## src/rtl/lsu_pkg.sv

```systemverilog
// Shared definitions for the load/store alignment unit: access sizes, memory
// port control codes, FSM states and the store beat planner.
package lsu_pkg;

    localparam logic [1:0] SIZE_B = 2'b00;
    localparam logic [1:0] SIZE_H = 2'b01;
    localparam logic [1:0] SIZE_W = 2'b10;
    localparam logic [1:0] SIZE_D = 2'b11;

    localparam logic [2:0] DM_RD_IDLE  = 3'b000;
    localparam logic [2:0] DM_RD_DWORD = 3'b101;

    localparam logic [2:0] DM_WR_IDLE  = 3'b000;
    localparam logic [2:0] DM_WR_BYTE  = 3'b001;
    localparam logic [2:0] DM_WR_LANE  = 3'b010;
    localparam logic [2:0] DM_WR_DWORD = 3'b100;

    typedef enum logic [2:0] {
        ST_IDLE = 3'd0,
        ST_RD0  = 3'd1,
        ST_RD1  = 3'd2,
        ST_WR   = 3'd3,
        ST_RESP = 3'd4
    } lsu_state_e;

    typedef struct packed {
        logic [63:0] addr;
        logic [63:0] din;
        logic [2:0]  wr;
    } dm_beat_t;

    function automatic logic [3:0] size_bytes(input logic [1:0] size);
        case (size)
            SIZE_B:  return 4'd1;
            SIZE_H:  return 4'd2;
            SIZE_W:  return 4'd4;
            default: return 4'd8;
        endcase
    endfunction

    // True when the store maps onto a single dword or 4-byte-lane write.
    function automatic logic store_is_wide(input logic [63:0] addr, input logic [1:0] size);
        return ((size == SIZE_D) && (addr[2:0] == 3'b000)) ||
               ((size == SIZE_W) && (addr[1:0] == 2'b00));
    endfunction

    function automatic logic [2:0] store_last_beat(input logic [63:0] addr, input logic [1:0] size);
        if (store_is_wide(addr, size))
            return 3'd0;
        return 3'(size_bytes(size) - 4'd1);
    endfunction

    function automatic dm_beat_t store_beat(input logic [63:0] addr, input logic [1:0] size,
                                            input logic [63:0] wdata, input logic [2:0] k);
        dm_beat_t   b;
        logic [7:0] byte_k;
        byte_k = 8'(wdata >> {k, 3'b000});
        if ((size == SIZE_D) && (addr[2:0] == 3'b000)) begin
            b.addr = addr;
            b.din  = wdata;
            b.wr   = DM_WR_DWORD;
        end else if ((size == SIZE_W) && (addr[1:0] == 2'b00)) begin
            b.addr = addr;
            b.din  = {wdata[31:0], wdata[31:0]};
            b.wr   = DM_WR_LANE;
        end else begin
            b.addr = addr + {61'b0, k};
            b.din  = {8{byte_k}};
            b.wr   = DM_WR_BYTE;
        end
        return b;
    endfunction

endpackage

```

## src/rtl/lsu_load_extract.sv

```systemverilog
// Combinational load-data extraction: picks the addressed bytes out of the
// two captured dwords and sign- or zero-extends them to 64 bits.
module lsu_load_extract
    import lsu_pkg::*;
(
    input  logic [63:0] lo,
    input  logic [63:0] hi,
    input  logic [2:0]  offset,
    input  logic [1:0]  size,
    input  logic        is_unsigned,
    output logic [63:0] rdata
);

    logic [63:0] win;

    always_comb begin
        win = 64'({hi, lo} >> {offset, 3'b000});
        case (size)
            SIZE_B:  rdata = is_unsigned ? {56'b0, win[7:0]}  : {{56{win[7]}},  win[7:0]};
            SIZE_H:  rdata = is_unsigned ? {48'b0, win[15:0]} : {{48{win[15]}}, win[15:0]};
            SIZE_W:  rdata = is_unsigned ? {32'b0, win[31:0]} : {{32{win[31]}}, win[31:0]};
            default: rdata = win;
        endcase
    end

endmodule

```

## src/rtl/lsu_align.sv

```systemverilog
// Load/store unit front end: accepts one scalar access, splits it into data
// memory beats, assembles load data and flags out-of-window accesses.
module lsu_align
    import lsu_pkg::*;
#(
    parameter int MEM_ADDR_BITS = 14
) (
    input  logic        clk,
    input  logic        rst_n,
    input  logic        req_valid,
    output logic        req_ready,
    input  logic        req_we,
    input  logic [1:0]  req_size,
    input  logic        req_unsigned,
    input  logic [63:0] req_addr,
    input  logic [63:0] req_wdata,
    output logic        resp_valid,
    output logic        resp_err,
    output logic [63:0] resp_rdata,
    output logic [63:0] dm_addr,
    output logic [63:0] dm_din,
    output logic [2:0]  dm_rd_ctrl,
    output logic [2:0]  dm_wr_ctrl,
    input  logic [63:0] dm_dout,
    output logic [2:0]  dbg_state
);

    // Handshake: a request transfers on a rising edge where req_valid and
    // req_ready are both high; req_ready is high only in IDLE. The response is
    // a single-cycle resp_valid pulse with no backpressure.

    lsu_state_e  state;
    logic [63:0] addr_q;
    logic [63:0] wdata_q;
    logic [63:0] lo_q;
    logic [63:0] hi_q;
    logic [1:0]  size_q;
    logic        we_q;
    logic        unsigned_q;
    logic        err_q;
    logic [2:0]  beat_q;
    logic [2:0]  last_beat_q;

    logic [64:0] req_end;
    logic        req_fault;
    logic        crosses;
    logic [63:0] ext_rdata;
    dm_beat_t    first_beat;
    dm_beat_t    next_beat;

    always_comb begin
        // 65-bit sum so that a wrap past 2**64 shows up as a fault too.
        req_end    = {1'b0, req_addr} + {61'b0, size_bytes(req_size)} - 65'd1;
        req_fault  = |(req_end >> MEM_ADDR_BITS);
        crosses    = ({1'b0, addr_q[2:0]} + size_bytes(size_q)) > 4'd8;
        first_beat = store_beat(req_addr, req_size, req_wdata, 3'd0);
        next_beat  = store_beat(addr_q, size_q, wdata_q, beat_q + 3'd1);
    end

    assign req_ready = (state == ST_IDLE);
    assign dbg_state = state;

    lsu_load_extract u_extract (
        .lo          (lo_q),
        .hi          (hi_q),
        .offset      (addr_q[2:0]),
        .size        (size_q),
        .is_unsigned (unsigned_q),
        .rdata       (ext_rdata)
    );

    always_ff @(posedge clk) begin
        if (!rst_n) begin
            state       <= ST_IDLE;
            addr_q      <= '0;
            wdata_q     <= '0;
            lo_q        <= '0;
            hi_q        <= '0;
            size_q      <= SIZE_B;
            we_q        <= 1'b0;
            unsigned_q  <= 1'b0;
            err_q       <= 1'b0;
            beat_q      <= '0;
            last_beat_q <= '0;
            resp_valid  <= 1'b0;
            resp_err    <= 1'b0;
            resp_rdata  <= '0;
            dm_addr     <= '0;
            dm_din      <= '0;
            dm_rd_ctrl  <= DM_RD_IDLE;
            dm_wr_ctrl  <= DM_WR_IDLE;
        end else begin
            resp_valid <= 1'b0;
            case (state)
                ST_IDLE: begin
                    if (req_valid) begin
                        addr_q      <= req_addr;
                        wdata_q     <= req_wdata;
                        size_q      <= req_size;
                        we_q        <= req_we;
                        unsigned_q  <= req_unsigned;
                        err_q       <= req_fault;
                        beat_q      <= 3'd0;
                        last_beat_q <= store_last_beat(req_addr, req_size);
                        lo_q        <= '0;
                        hi_q        <= '0;
                        if (req_fault) begin
                            state <= ST_RESP;
                        end else if (!req_we) begin
                            state      <= ST_RD0;
                            dm_addr    <= {req_addr[63:3], 3'b000};
                            dm_rd_ctrl <= DM_RD_DWORD;
                        end else begin
                            state      <= ST_WR;
                            dm_addr    <= first_beat.addr;
                            dm_din     <= first_beat.din;
                            dm_wr_ctrl <= first_beat.wr;
                        end
                    end
                end
                ST_RD0: begin
                    lo_q <= dm_dout;
                    if (crosses) begin
                        state   <= ST_RD1;
                        dm_addr <= dm_addr + 64'd8;
                    end else begin
                        state      <= ST_RESP;
                        dm_addr    <= '0;
                        dm_rd_ctrl <= DM_RD_IDLE;
                    end
                end
                ST_RD1: begin
                    hi_q       <= dm_dout;
                    state      <= ST_RESP;
                    dm_addr    <= '0;
                    dm_rd_ctrl <= DM_RD_IDLE;
                end
                ST_WR: begin
                    if (beat_q == last_beat_q) begin
                        state      <= ST_RESP;
                        dm_addr    <= '0;
                        dm_din     <= '0;
                        dm_wr_ctrl <= DM_WR_IDLE;
                    end else begin
                        beat_q     <= beat_q + 3'd1;
                        dm_addr    <= next_beat.addr;
                        dm_din     <= next_beat.din;
                        dm_wr_ctrl <= next_beat.wr;
                    end
                end
                ST_RESP: begin
                    resp_valid <= 1'b1;
                    resp_err   <= err_q;
                    resp_rdata <= (err_q || we_q) ? 64'd0 : ext_rdata;
                    state      <= ST_IDLE;
                end
                default: begin
                    state <= ST_IDLE;
                end
            endcase
        end
    end

endmodule

```

## config.mk

```make
export PLATFORM = sky130hd
export DESIGN_NAME = lsu_align
export DESIGN_NICKNAME = d
export VERILOG_FILES = /design/src/rtl/lsu_pkg.sv /design/src/rtl/lsu_load_extract.sv /design/src/rtl/lsu_align.sv
export SDC_FILE = /design/constraint.sdc
export NUM_CORES = 1
export LEC_CHECK = 0
export CORE_AREA = 5 5 303 305
export CTS_CLUSTER_DIAMETER = 150
export DETAILED_ROUTE_END_ITERATION = 6
export DIE_AREA = 0 0 308 310
export PLACE_DENSITY_LB_ADDON = 0.2
export SLEW_MARGIN = 0
export SYNTH_ARGS = -nofsm -noshare
export SYNTH_HDL_FRONTEND = slang
export SYNTH_HIERARCHICAL = 1
export SYNTH_SLANG_ARGS = --single-unit
```

## constraint.sdc

```tcl
create_clock -name clk -period 8.2 [get_ports clk]
set_input_delay 1.23 -clock clk [delete_from_list [all_inputs] [get_ports clk]]
set_output_delay 1.23 -clock clk [all_outputs]
set_load 0.02 [all_outputs]
```

Word-level counts from Yosys, hierarchy flattened --
Cells that the tools add are included.
Word-level totals: register bits after elaboration 470, latch bits 0, bits in writable memories 0, bits in read-only memories 0, memories 0
Cells by class: add/subtract/negate cells 7, $mul 0, div/mod/pow operators 0, order comparisons 1, equality and inequality tests 18, shifts and indexed selects 2, multiplexer cells 55, bitwise logic cells 0, reductions and logical operators 27
Operators with widths (count):
- $mux 64 | 13
- $pmux 64 s2 | 3
- $mux 131 | 2
- $pmux 64 s4 | 1
- $pmux 64 s3 | 1
- $mux 67 | 2
- $shr 128x6->64 | 1
- $add 64x4->65 | 1
- $sub 65x1->65 const B | 1
- $add 64x3->64 | 1
- $add 64x4->64 const B | 1
- $shr 64x6->8 | 1
- $mux 3 | 21
- $reduce_or 51->1 | 1
- $pmux 4 s3 | 2
- $ne 2x2->1 const B | 6
- $pmux 3 s2 | 2
- $pmux 3 s4 | 1
- $logic_not 3->1 | 3
- $pmux 3 s3 | 1
- $eq 2x2->1 const B | 4
- $logic_not 2->1 | 4
- $reduce_and 2->1 | 4
- $eq 3x2->1 const B | 2
- other kinds (19) | 31

Longest topological paths before layout --
Gate-level depths: netlist (run 1).
depth in word-level cells 13, gate-level depth with buffers 19

Hierarchy --
The synthesis (run 1) kept the hierarchy.
Modules (own cells, without submodules):
- lsu_align | times used 1, cells an instance 3606, area an instance 27224.9 um2, sequential area each 9369.0 um2
- lsu_load_extract | times used 1, cells an instance 302, area an instance 3573.4 um2, sequential area each 0.0 um2

Worst setup path after synthesis (run 1) --
Ideal clock, no wire load.
kind input to register, from input port req_size[0], to register dm_addr[30], setup time 117 ps, arrival 5222 ps, path slack 2860 ps, stages on the path 17, path buffers 1, cells stage by stage nand2_1 > ha_1 > inv_1 > ha_1 > a21oi_1 > o211ai_1 > a21oi_1 > o31ai_1 > o31ai_1 > mux2_2 > a221oi_1 > nand4b_1 > or4_1 > o21ai_4 > buf_2 > nand3_1 > a32o_1
Between the ends: cells in the longest elaborated chain, start to end 7
Ends and longest elaborated chain:
- start, declared | line lsu_align.sv:13 | input logic [1:0] req_size,
- $eq 2x2->1 (tied with other cells) | line lsu_pkg.sv:33 | case (size)
- $pmux 4 s3 (*)
- $add 64x4->65 (*) | line lsu_align.sv:53 | req_end = {1'b0, req_addr} + {61'b0, size_bytes(req_size)} - 65'd1;
- $sub 65x1->65 (*) | line lsu_align.sv:53
- $reduce_or 51->1 (*) | line lsu_align.sv:54 | req_fault = |(req_end >> MEM_ADDR_BITS);
- $ne 2x2->1 (no line) (*)
- $reduce_and 3->1 (no line) (*)
- end signal, assigned | line lsu_align.sv:111 | dm_addr <= {req_addr[63:3], 3'b000};
- end signal, assigned | line lsu_align.sv:115 | dm_addr <= first_beat.addr;
- end signal, assigned | line lsu_align.sv:125 | dm_addr <= dm_addr + 64'd8;
- end, declared | line lsu_align.sv:20 | output logic [63:0] dm_addr,
Every way passes the cells marked *; elsewhere a longest branch is shown, timed or not. A chain may end at the register's enable or synchronous reset.

Worst setup path in the final report (run 1) --
from input port req_size[1], to register dm_addr[60]
Same word-level chain as after synthesis.

==> reports/qor.csv, run 1 <==
metric;value;unit
status;completed;
pin count of the biggest net entering global routing;215;
relative slew slack;0.290;
Yosys warnings;6;
number of port buffers;401;
initial DRC count;3323;
gr ovfl total;0;
Avg WL per Cell;25.5;um
Hold Path Class;reg -> reg;
fmax;142;MHz
Via density;6.05;
RD Place Congestion;0.984;
Total Power;6.21;mW
Finished Layout Cells;5282;
Clock Skew;0.0288;ns
core area;89000;um2
chip width;308;um
Initial Utilization;0.343;
max layer used;met5;
Syn Area/Cell;7.88;um2
vias in the first global route;29700;
Slew @ Worst Pin;1.07;ns
Layout Area Growth over Synthesis;21.3;%
met2 wire length;60.1;mm
die area;95500;um2
Rows;110;
Syn Inst Count;3876;
drt total wl;135;mm
syn_nets;4150;
CP max FO;25;
TNS Setup;0;ns
P per Cell Area;168;nW/um2
routed via count;31900;
Worst-Skew Late Latency;0.64;ns
final-report setup violation count;0;
Root Driver;clkbuf_16;
Slew Limit Fails;0;
initial antenna violation count;5;
Resize count post-CTS;0;
Arr. time, crit path;7.60;ns
Period minus WS final;7.05;ns
CP endpoint kind;flip-flop;
M1 wire length;59.8;mm
period utilization;0.860;
postcts setup bufs;0;
DRT Pass-1 Iters;7;
Residual DRC;0;
crit path kind;in -> reg;
H-tree levels;2;
final instance area;37000;um2
dpl hpwl;99.0;mm
clock sink count;460;
Max Cap Viol;0;
Clock Tree Buf Depth;3;
layout cells sized above 1;0.0816;
Die Y;310;um
CTS tree;done;
antenna-violating nets left;0;
DP Area;35000;um2
critical path launch point type;input pin;
Post-Syn Area;30500;um2
dpl cells;5175;
leakage;13.2;nW
# IOs;403;
Total GRT Usage;0.267;
Num CTS Buffers;56;
CTS Hold Bufs;0;
first-pass GRT wire length;198;mm
required time worst endpoint;8.75;ns
final net count;4331;
worst vdd ir;184;uV
Hold Vio Cnt, Final;0;
Clock Pin Slew Worst Setup and Hold Paths;0.06;ns
met3 wire len;10.4;mm
RSZ-0062 raised after global routing;no;
sequential cells by signal (all words and copies together), names as in the netlist:
signal,cells
addr_q,64
dm_addr,64
dm_din,64
lo_q,64
resp_rdata,64
wdata_q,64
hi_q,56
beat_q,3
dbg_state,3
dm_wr_ctrl,3
last_beat_q,3
size_q,2
dm_rd_ctrl,1
err_q,1
resp_err,1
resp_valid,1
unsigned_q,1
we_q,1
cells in the final DEF, fill, tap and decap left out, types with 18 or more instances in the layout:
cell type        count
o211ai_1            29
nor2_1             171
nor4_1              24
and2_1              18
and3_1              37
inv_1              110
a31oi_1             24
o22ai_1             43
o21ai_1             19
nand4_1             98
mux2i_1             48
o221a_1             19
or2_2               19
a221oi_1            64
xnor2_1             56
nand3_1            205
nor3_1              70
a22o_1              66
o21a_1              23
clkbuf_16           56
xor2_1              48
a21oi_1            494
clkdlybuf4s50_1    400
buf_4               53
dfxtp_1            457
a22oi_1             36
a211oi_1            20
mux4_2             100
ha_1                73
o211a_1             50
nor2b_1             20
a311oi_1            19
nand2_1            645
o21ai_0            163
worst max-delay path, cell delays in order:
cell	delay, ns
clkdlybuf4s50_1	0.64
nand2_1	0.18
ha_1	0.31
inv_1	0.04
ha_1	0.32
a21oi_1	0.24
o211ai_1	0.13
a21oi_1	0.49
o31ai_1	0.22
o31ai_1	0.54
mux2_2	0.44
a221oi_1	0.29
nand4b_1	0.39
or4_1	0.73
o21ai_4	0.17
buf_4	0.31
nand2_1	0.57
o22ai_1	0.34
worst paths after layout:
kind,startpoint,to,slack [ns],depth (start not counted)
max,req_size[1],dm_addr[60],1.15,18
min,lo_q[15],lo_q[15],0.47,2
max reg2reg,beat_q[1],dm_addr[54],2.84,18
min reg2reg,lo_q[15],lo_q[15],0.47,2
metrics by stage:
stage                     utilization  hold slack (ns)  worst slack (ns)
after floorplan                     -            0.436              2.86
after global placement          0.394            0.456             0.854
after detailed placement        0.394            0.460             0.707
after CTS                       0.416            0.469              1.33
after global routing            0.416            0.488             0.917
final                           0.416            0.468              1.15
report_power, final:
| group | total (mW) | leakage, nW | switching [mW] | internal, mW |
|---|---|---|---|---|
| Sequential | 2.37 | 3.73 | 0.0752 | 2.29 |
| Combinational | 1.18 | 8.47 | 0.758 | 0.421 |
| Clock | 2.67 | 0.951 | 1.08 | 1.59 |
| Total | 6.21 | 13.2 | 1.91 | 4.30 |
cell type report:
class	count	area [um2]
Antenna cell	3	7.51
Clock buffer	79	1600
Clock inverter	25	372
Fill cell	8982	52000
Inverter	112	428
Multi-Input combinational cell	2972	19500
Sequential cell	460	9220
Tap cell	1176	1470
Timing Repair Buffer	455	4440
per-layer routing:
metal | vias up | GRT usage
li1 | 14800 | -
met1 | 15400 | 0.378
met2 | 1484 | 0.420
met3 | 231 | 0.0454
met4 | 6 | 0.0787
met5 | - | 0
Power figures use the tool's default switching activity.
==> run 2: changes to the inputs <==
--- a/config.mk
+++ b/config.mk
@@ -5,6 +5,7 @@
 export SDC_FILE = /design/constraint.sdc
 export NUM_CORES = 1
 export LEC_CHECK = 0
+export CAP_MARGIN = 20
 export CORE_AREA = 5 5 303 305
 export CTS_CLUSTER_DIAMETER = 150
 export DETAILED_ROUTE_END_ITERATION = 6
==> results of run 2 <==
Final layout, timing and power as in run 1 (identical DEF).
